$ cat src/rtl/sync_fifo_pkg.sv
// Shared sizing helpers and the default build point of the pin-level FIFO wrapper.
package sync_fifo_pkg;

  localparam int TT_WIDTH     = 4;
  localparam int TT_DEPTH     = 3;
  localparam int TT_AF_THRESH = TT_DEPTH - 1;
  localparam int TT_AE_THRESH = 1;

  function automatic int cnt_width(input int depth);
    return $clog2(depth + 1);
  endfunction

  // A one-entry-wide pointer still needs one bit.
  function automatic int ptr_width(input int depth);
    int w;
    w = $clog2(depth);
    return (w < 1) ? 1 : w;
  endfunction

endpackage

$ cat src/rtl/fifo_mem.sv
// WIDTH x DEPTH storage array: synchronous write port, asynchronous read port, no reset.
module fifo_mem
  import sync_fifo_pkg::*;
#(
  parameter int WIDTH = 4,
  parameter int DEPTH = 3,
  localparam int PW = ptr_width(DEPTH)
) (
  input  logic             clk,
  input  logic             we_i,
  input  logic [PW-1:0]    waddr_i,
  input  logic [WIDTH-1:0] wdata_i,
  input  logic [PW-1:0]    raddr_i,
  output logic [WIDTH-1:0] rdata_o
);

  logic [WIDTH-1:0] mem_q [DEPTH];

  always_ff @(posedge clk) begin
    if (we_i) mem_q[waddr_i] <= wdata_i;
  end

  assign rdata_o = mem_q[raddr_i];

endmodule

$ cat src/rtl/sync_fifo_param.sv
// Single-clock parametrised FIFO with occupancy count, threshold flags,
// sticky overflow/underflow and a choice of registered or fall-through read.
module sync_fifo_param
  import sync_fifo_pkg::*;
#(
  parameter int WIDTH     = 4,
  parameter int DEPTH     = 3,
  parameter int AF_THRESH = DEPTH - 1,
  parameter int AE_THRESH = 1,
  parameter int FWFT      = 0,
  localparam int CW = cnt_width(DEPTH)
) (
  input  logic             clk,
  input  logic             rst_n,
  input  logic             wr_en,
  input  logic [WIDTH-1:0] wdata,
  input  logic             rd_en,
  output logic [WIDTH-1:0] rdata,
  output logic             rvalid,
  output logic             full,
  output logic             empty,
  output logic             almost_full,
  output logic             almost_empty,
  output logic [CW-1:0]    count,
  output logic             overflow,
  output logic             underflow,
  input  logic             clr_err
);

  localparam int            PW       = ptr_width(DEPTH);
  localparam logic [PW-1:0] PTR_LAST = PW'(DEPTH - 1);
  localparam logic [CW-1:0] CNT_MAX  = CW'(DEPTH);
  localparam logic [CW-1:0] AF_LVL   = CW'(AF_THRESH);
  localparam logic [CW-1:0] AE_LVL   = CW'(AE_THRESH);

  if (WIDTH < 1) begin : g_bad_width
    $error("sync_fifo_param: WIDTH must be >= 1");
  end
  if (DEPTH < 2) begin : g_bad_depth
    $error("sync_fifo_param: DEPTH must be >= 2");
  end
  if (AF_THRESH < 1 || AF_THRESH > DEPTH) begin : g_bad_af
    $error("sync_fifo_param: AF_THRESH out of range 1..DEPTH");
  end
  if (AE_THRESH < 0 || AE_THRESH > DEPTH - 1) begin : g_bad_ae
    $error("sync_fifo_param: AE_THRESH out of range 0..DEPTH-1");
  end

  logic [PW-1:0]    wptr_q, wptr_d;
  logic [PW-1:0]    rptr_q, rptr_d;
  logic [CW-1:0]    count_q, count_d;
  logic             overflow_q, overflow_d;
  logic             underflow_q, underflow_d;
  logic             wr_acc, rd_acc;
  logic [WIDTH-1:0] mem_rdata;

  // Explicit wrap so non-power-of-two depths cycle 0..DEPTH-1.
  function automatic logic [PW-1:0] ptr_inc(input logic [PW-1:0] p);
    return (p == PTR_LAST) ? '0 : p + 1'b1;
  endfunction

  assign full         = (count_q == CNT_MAX);
  assign empty        = (count_q == '0);
  assign almost_full  = (count_q >= AF_LVL);
  assign almost_empty = (count_q <= AE_LVL);
  assign count        = count_q;
  assign overflow     = overflow_q;
  assign underflow    = underflow_q;

  assign wr_acc = wr_en & ~full;
  assign rd_acc = rd_en & ~empty;

  always_comb begin
    wptr_d = wr_acc ? ptr_inc(wptr_q) : wptr_q;
    rptr_d = rd_acc ? ptr_inc(rptr_q) : rptr_q;
    unique case ({wr_acc, rd_acc})
      2'b10:   count_d = count_q + 1'b1;
      2'b01:   count_d = count_q - 1'b1;
      default: count_d = count_q;
    endcase
    // A new error event in the clearing cycle keeps the flag set.
    overflow_d  = (wr_en & full)  | (overflow_q  & ~clr_err);
    underflow_d = (rd_en & empty) | (underflow_q & ~clr_err);
  end

  always_ff @(posedge clk or negedge rst_n) begin
    if (!rst_n) begin
      wptr_q      <= '0;
      rptr_q      <= '0;
      count_q     <= '0;
      overflow_q  <= 1'b0;
      underflow_q <= 1'b0;
    end else begin
      wptr_q      <= wptr_d;
      rptr_q      <= rptr_d;
      count_q     <= count_d;
      overflow_q  <= overflow_d;
      underflow_q <= underflow_d;
    end
  end

  fifo_mem #(
    .WIDTH (WIDTH),
    .DEPTH (DEPTH)
  ) u_mem (
    .clk     (clk),
    .we_i    (wr_acc),
    .waddr_i (wptr_q),
    .wdata_i (wdata),
    .raddr_i (rptr_q),
    .rdata_o (mem_rdata)
  );

  if (FWFT == 0) begin : g_reg_read
    logic [WIDTH-1:0] rdata_q, rdata_d;
    logic             rvalid_q, rvalid_d;

    always_comb begin
      rdata_d  = rd_acc ? mem_rdata : rdata_q;
      rvalid_d = rd_acc;
    end

    always_ff @(posedge clk or negedge rst_n) begin
      if (!rst_n) begin
        rdata_q  <= '0;
        rvalid_q <= 1'b0;
      end else begin
        rdata_q  <= rdata_d;
        rvalid_q <= rvalid_d;
      end
    end

    assign rdata  = rdata_q;
    assign rvalid = rvalid_q;
  end else begin : g_fwft_read
    assign rdata  = mem_rdata;
    assign rvalid = ~empty;
  end

endmodule
$ cat config.mk
export PLATFORM = sky130hd
export DESIGN_NAME = sync_fifo_param
export DESIGN_NICKNAME = d
export VERILOG_FILES = /design/src/rtl/sync_fifo_pkg.sv /design/src/rtl/fifo_mem.sv /design/src/rtl/sync_fifo_param.sv
export SDC_FILE = /design/constraint.sdc
export NUM_CORES = 1
export LEC_CHECK = 0
export ABC_AREA = 0
export BUFFER_PORTS_ARGS = -buffer_cell sky130_fd_sc_hd__buf_2
export CORE_MARGIN = 10
export CORE_UTILIZATION = 50
export CTS_BUF_LIST = sky130_fd_sc_hd__clkbuf_8
export CTS_CLUSTER_DIAMETER = 80
export DETAILED_ROUTE_END_ITERATION = 16
export PLACE_DENSITY = 0.77
export SLEW_MARGIN = 40
export SYNTH_ARGS = -nofsm -noshare
export SYNTH_HDL_FRONTEND = slang
export SYNTH_SLANG_ARGS = --single-unit
$ cat constraint.sdc
create_clock -name clk -period 1.71 [get_ports clk]
set_clock_uncertainty 0.05 [all_clocks]
set_input_delay 0 -clock clk [delete_from_list [all_inputs] [get_ports clk]]
set_output_delay 0 -clock clk [all_outputs]
set_load 0.01 [all_outputs]
Word-level counts from Yosys, hierarchy flattened
Memories as Yosys holds them, arrays and structs flattened. A register that Yosys moved wholly into a read port is not among the register bits. Cells that the tools add are included. Widths: inputs -> output; s select.

Register bits: 9. Memory bits (writable): 12. Input port bits: 9. Output and inout port bits: 13. Logic and storage cells: 37. Memories kept: 1.

Add/subtract/negate cells: 4. Magnitude comparators: 2. Equality and inequality tests: 5. Mux-type cells: 5. Bitwise operators: 11. Reductions and logical operators: 3.

Memory list: u_mem.mem_q (words 3, bits a word 4, rd ports 1, clocked after Yosys merged registers in 1, wr ports 1, RTL line fifo_mem.sv:17) `logic [WIDTH-1:0] mem_q [DEPTH];`.

Operators by type and width (number): $eq 2x2->1 const B (4); $add 2x1->2 const B (3); $and 1x1->1 (6); $mux 2 (2); $pmux 2 s2 (1); $not 1->1 (3); $eq 2x1->1 const B (1); $ge 2x2->1 const B (1); $le 2x1->1 const B (1); $logic_not 2->1 (1); $mux 1 (2); $or 1x1->1 (2); $reduce_bool 2->1 (1); $sub 2x1->2 const B (1); $logic_not 1->1 (1).

Longest topological paths before layout
Word-level depth: 5. Depth in mapped cells: 8. Gate-level depth less buffers: 7.

Hierarchy
A second synthesis with hierarchy kept.

Cells, all modules: 76. Area total of the unflattened synthesis: 1106.1 um^2.

By module, submodules not included: sync_fifo_param (instances 1, cells each 48, area each 634.4 um^2, seq. area each 325.3 um^2); fifo_mem (instances 1, cells each 28, area each 471.7 um^2, seq. area each 360.3 um^2).

Least setup slack after synthesis
No wires, ideal clock.

Path type: register to register. Start point: register count_q[0] (netlist: count[0]). End point: memory u_mem.mem_q[1][0], enable pin. Library setup time: 0.374 ns. Data arrival time: 1.356 ns. Slack: -0.070 ns. Stages on the path, launching flop included: 4. Path buffers: 0. Clock period less this slack: 1.780 ns. Cell sequence: dfrtp_1 ha_1 nand2b_4 nor3b_1.

Longest elaborated chain between the ends: 5.

Ends and longest elaborated chain: start: declaration (RTL line sync_fifo_param.sv:51) `logic [CW-1:0] count_q, count_d;`; start signal: assignment (RTL line sync_fifo_param.sv:96) `count_q <= count_d;`; $eq 2x2->1 (RTL line sync_fifo_param.sv:62) `assign full = (count_q == CNT_MAX);`; named net full (RTL line sync_fifo_param.sv:20) `output logic full,`; $not 1->1 (RTL line sync_fifo_param.sv:70) `assign wr_acc = wr_en & ~full;`; $and 1x1->1 (RTL line sync_fifo_param.sv:70); $mux 1 (RTL line fifo_mem.sv:20) `if (we_i) mem_q[waddr_i] <= wdata_i;`; $mux 1 (implied by the code) (RTL line fifo_mem.sv:20); end: declaration (RTL line fifo_mem.sv:17).

The timed path passes the listed nets, and every way through them passes these cells.

Worst setup path in the final report
Start point: register count_q[0] (netlist: count[0]). End point: memory u_mem.mem_q[1][2], enable pin.

Longest elaborated chain between the ends: 5.

Ends and longest elaborated chain (RTL line): $eq 2x2->1 (sync_fifo_param.sv:62); $not 1->1 (sync_fifo_param.sv:70); $and 1x1->1 (sync_fifo_param.sv:70); $mux 1 (fifo_mem.sv:20); $mux 1 (implied by the code) (fifo_mem.sv:20).

Every way passes these cells.

==> reports/qor.yml <==
outcome: "completed"
drt-pass1-iter-count: 4
synth-seq-area-share_pct: 64.5
cts_tree: "yes"
coreArea_um2: 1980
clock_latency_ns: 0.26
drtAntennaViolNets: 0
maxSlewHeadroom_pct: 74.1
post-route-period-util_pct: 94.9
fillers: 144
maxSlewViolCount: 0
grt_pass1_wl_um: 3190
cap_violations: 0
start_util_pct: 53.6
end_kind: "flip-flop"
post-cts-setup-buffer-count: 0
worstHoldPathType: "input pin to flip-flop"
cts_buffers: 3
dp_hpwl_um: 1390
placed_area_um2: 1210
area_growth_pct: 25.8
grt_remaining_overflow: 0
num_rows: 16
period_minus_slack_ns: 1.62
grt_usage_pct: 9.95
cts_max_path_buffers: 2
syn_nets: 91
finalHoldViolCount: 0
fp.dieW_um: 66.1
final_cell_area_um2: 1340
fmax_mhz: 616
rsz0062_at_grt: "no"
antenna_found_initial: 0
setup_tns_ns: 0
gp_congestion: 0.798
crit_path_max_fanout: 6
critical_path_required_ns: 1.59
cts.sinks: 25
drc_errors: 0
route.final.wire_length_um: 1810
avgViaCountPerCell: 4.55
vias: 623
seqCellArea_um2: 687
critPathArrivalTime_ns: 1.50
timing.hold.ws_ns: 0.0474
nNetsFinal: 125
ys_seq_elements: 25
worstSetupPathType: "flip-flop to flip-flop"
synth_area_um2: 1060
p_per_area_nw_per_um2: 1630
syn_area_per_cell_um2: 13.8
final_util_pct: 67.4
yosys_warnings: 0
antennaDiodeCount: 0
numPortBuffers: 21
finalSetupViolCount: 0
multi_input_area_um2: 340
cts_root_buffer: "clkbuf_8"
irDropWorstVdd_uv: 1150
synthCells: 77
grt_pass1_vias: 677
drive_gt1_share_pct: 32.7
htreeDepth: 1
grt_max_degree: 14
yosysUniqueCellTypes: 19
wl_per_cell_um: 13.2
io_pins: 22
fp.dieH_um: 66.1
die_area_um2: 4370
drtIter0Drc: 11
p_leak_nw: 0.618
start_kind: "flip-flop"
worst_pin_slew_ns: 0.387
clkTransAtPathRegs_ns: 0.08
## cell usage in the layout, fill, tap and decap left out, drive strengths merged
cell,instances
buf,24
dfrtp,13
edfxtp,12
nand2,9
o21ai,9
dlygate4sd3,8
inv,7
ha,5
mux2,4
mux2i,4
clkbuf,3
nand2b,3
xnor2,2
a21o,2
nor3b,2
or2,2
nor3,1
## timing repair
| item | CTS | global route |
|---|---|---|
| hold buffers | 8 | 0 |
| resized for setup | 0 | 1 |
| endpoints found under the setup margin | 0 | 1 |
| hold endpoints to repair | 28 | 0 |
## per-layer routing
| metal | up-vias | share of wire, % | global-route usage, % | routed length, um |
|---|---|---|---|---|
| met5 | - | 0 | 0 | 0 |
| met4 | 0 | 3.5 | 7.85 | 63 |
| li1 | 327 | - | - | - |
| met1 | 279 | 40 | 10.4 | 727 |
| met2 | 12 | 50 | 15.4 | 906 |
| met3 | 5 | 6.3 | 4.07 | 115 |
## kinds of logic (layout without fill, tap and decap cells)
logic type	after synthesis	after routing	synth area share, %
and+or+nand+nor	17	17	8.72
xor gates and xnor gates	2	2	1.65
adders and majority gates	5	5	5.89
AOI/OAI and AO/OA	11	11	5.65
DFF	25	25	64.5
muxes	8	8	9.42
buffers and inverters	9	42	4.12
## critical path: stages, from the launching register on
cell and delay (ns):
dfrtp_1 0.43, ha_1 0.25, nand2b_4 0.17, nor3b_2 0.38
## flip-flops by register name, indices dropped and copies added (netlist names)
register     cells
u_mem.mem_q     12
rdata            4
count            2
rptr_q           2
wptr_q           2
overflow         1
rvalid           1
underflow        1
## synthesized netlist by cell type, drive strengths merged
| library cell | n | share of area [%] |
|---|---|---|
| o21ai | 9 | 4.2 |
| ha | 5 | 5.9 |
| buf | 3 | 2.0 |
| nor3 | 1 | 0.47 |
| inv | 6 | 2.1 |
| xnor2 | 2 | 1.6 |
| a21o | 2 | 1.4 |
| nor3b | 2 | 1.4 |
| dfrtp | 13 | 31 |
| nand2b | 3 | 2.5 |
| mux2 | 4 | 5.7 |
| or2 | 2 | 1.2 |
| nand2 | 9 | 3.2 |
| mux2i | 4 | 3.8 |
| edfxtp | 12 | 34 |
## metrics by stage
stage / cells / setup WS [ns] / power, mW
floorplan: 77 / 0.0000951 / 1.58
global placement: 125 / 0.167 / 1.81
detailed placement: 125 / 0.105 / 1.84
CTS: 137 / 0.0768 / 2.20
global route: 137 / 0.00753 / 2.36
finish: 137 / 0.0878 / 2.18
## where the power goes
part | internal [mW] | leakage [nW] | total [mW] | switching, mW
registers | 0.841 | 0.271 | 0.996 | 0.154
logic | 0.449 | 0.320 | 0.850 | 0.401
clock network | 0.160 | 0.0269 | 0.330 | 0.170
## final cells by class
type / count / area share [%]
tap: 27 / 2.53
inverter: 6 / 1.69
sequential: 25 / 51.4
timing repair buffer: 32 / 15.5
clock buffer: 3 / 3.09
multi-input combinational: 43 / 25.5
clock inverter: 1 / 0.281
## worst paths after layout
kind,endpoint,cells after the start,slack (ns),start
setup reg to reg,u_mem.mem_q[1][2]$_DFFE_PP_,3,0.09,count[0]$_DFFE_PN0P_
max in group asynchronous,count[1]$_DFFE_PN0P_,2,1.29,rst_n
hold reg to reg,rdata[3]$_DFFE_PN0P_,2,0.43,rdata[3]$_DFFE_PN0P_
hold / removal,wptr_q[0]$_DFFE_PN0P_,3,0.05,wr_en
min in group asynchronous,underflow$_DFF_PN0_,2,0.08,rst_n
setup / recovery,u_mem.mem_q[1][2]$_DFFE_PP_,3,0.09,count[0]$_DFFE_PN0P_
(Power assumes the default switching activity.)
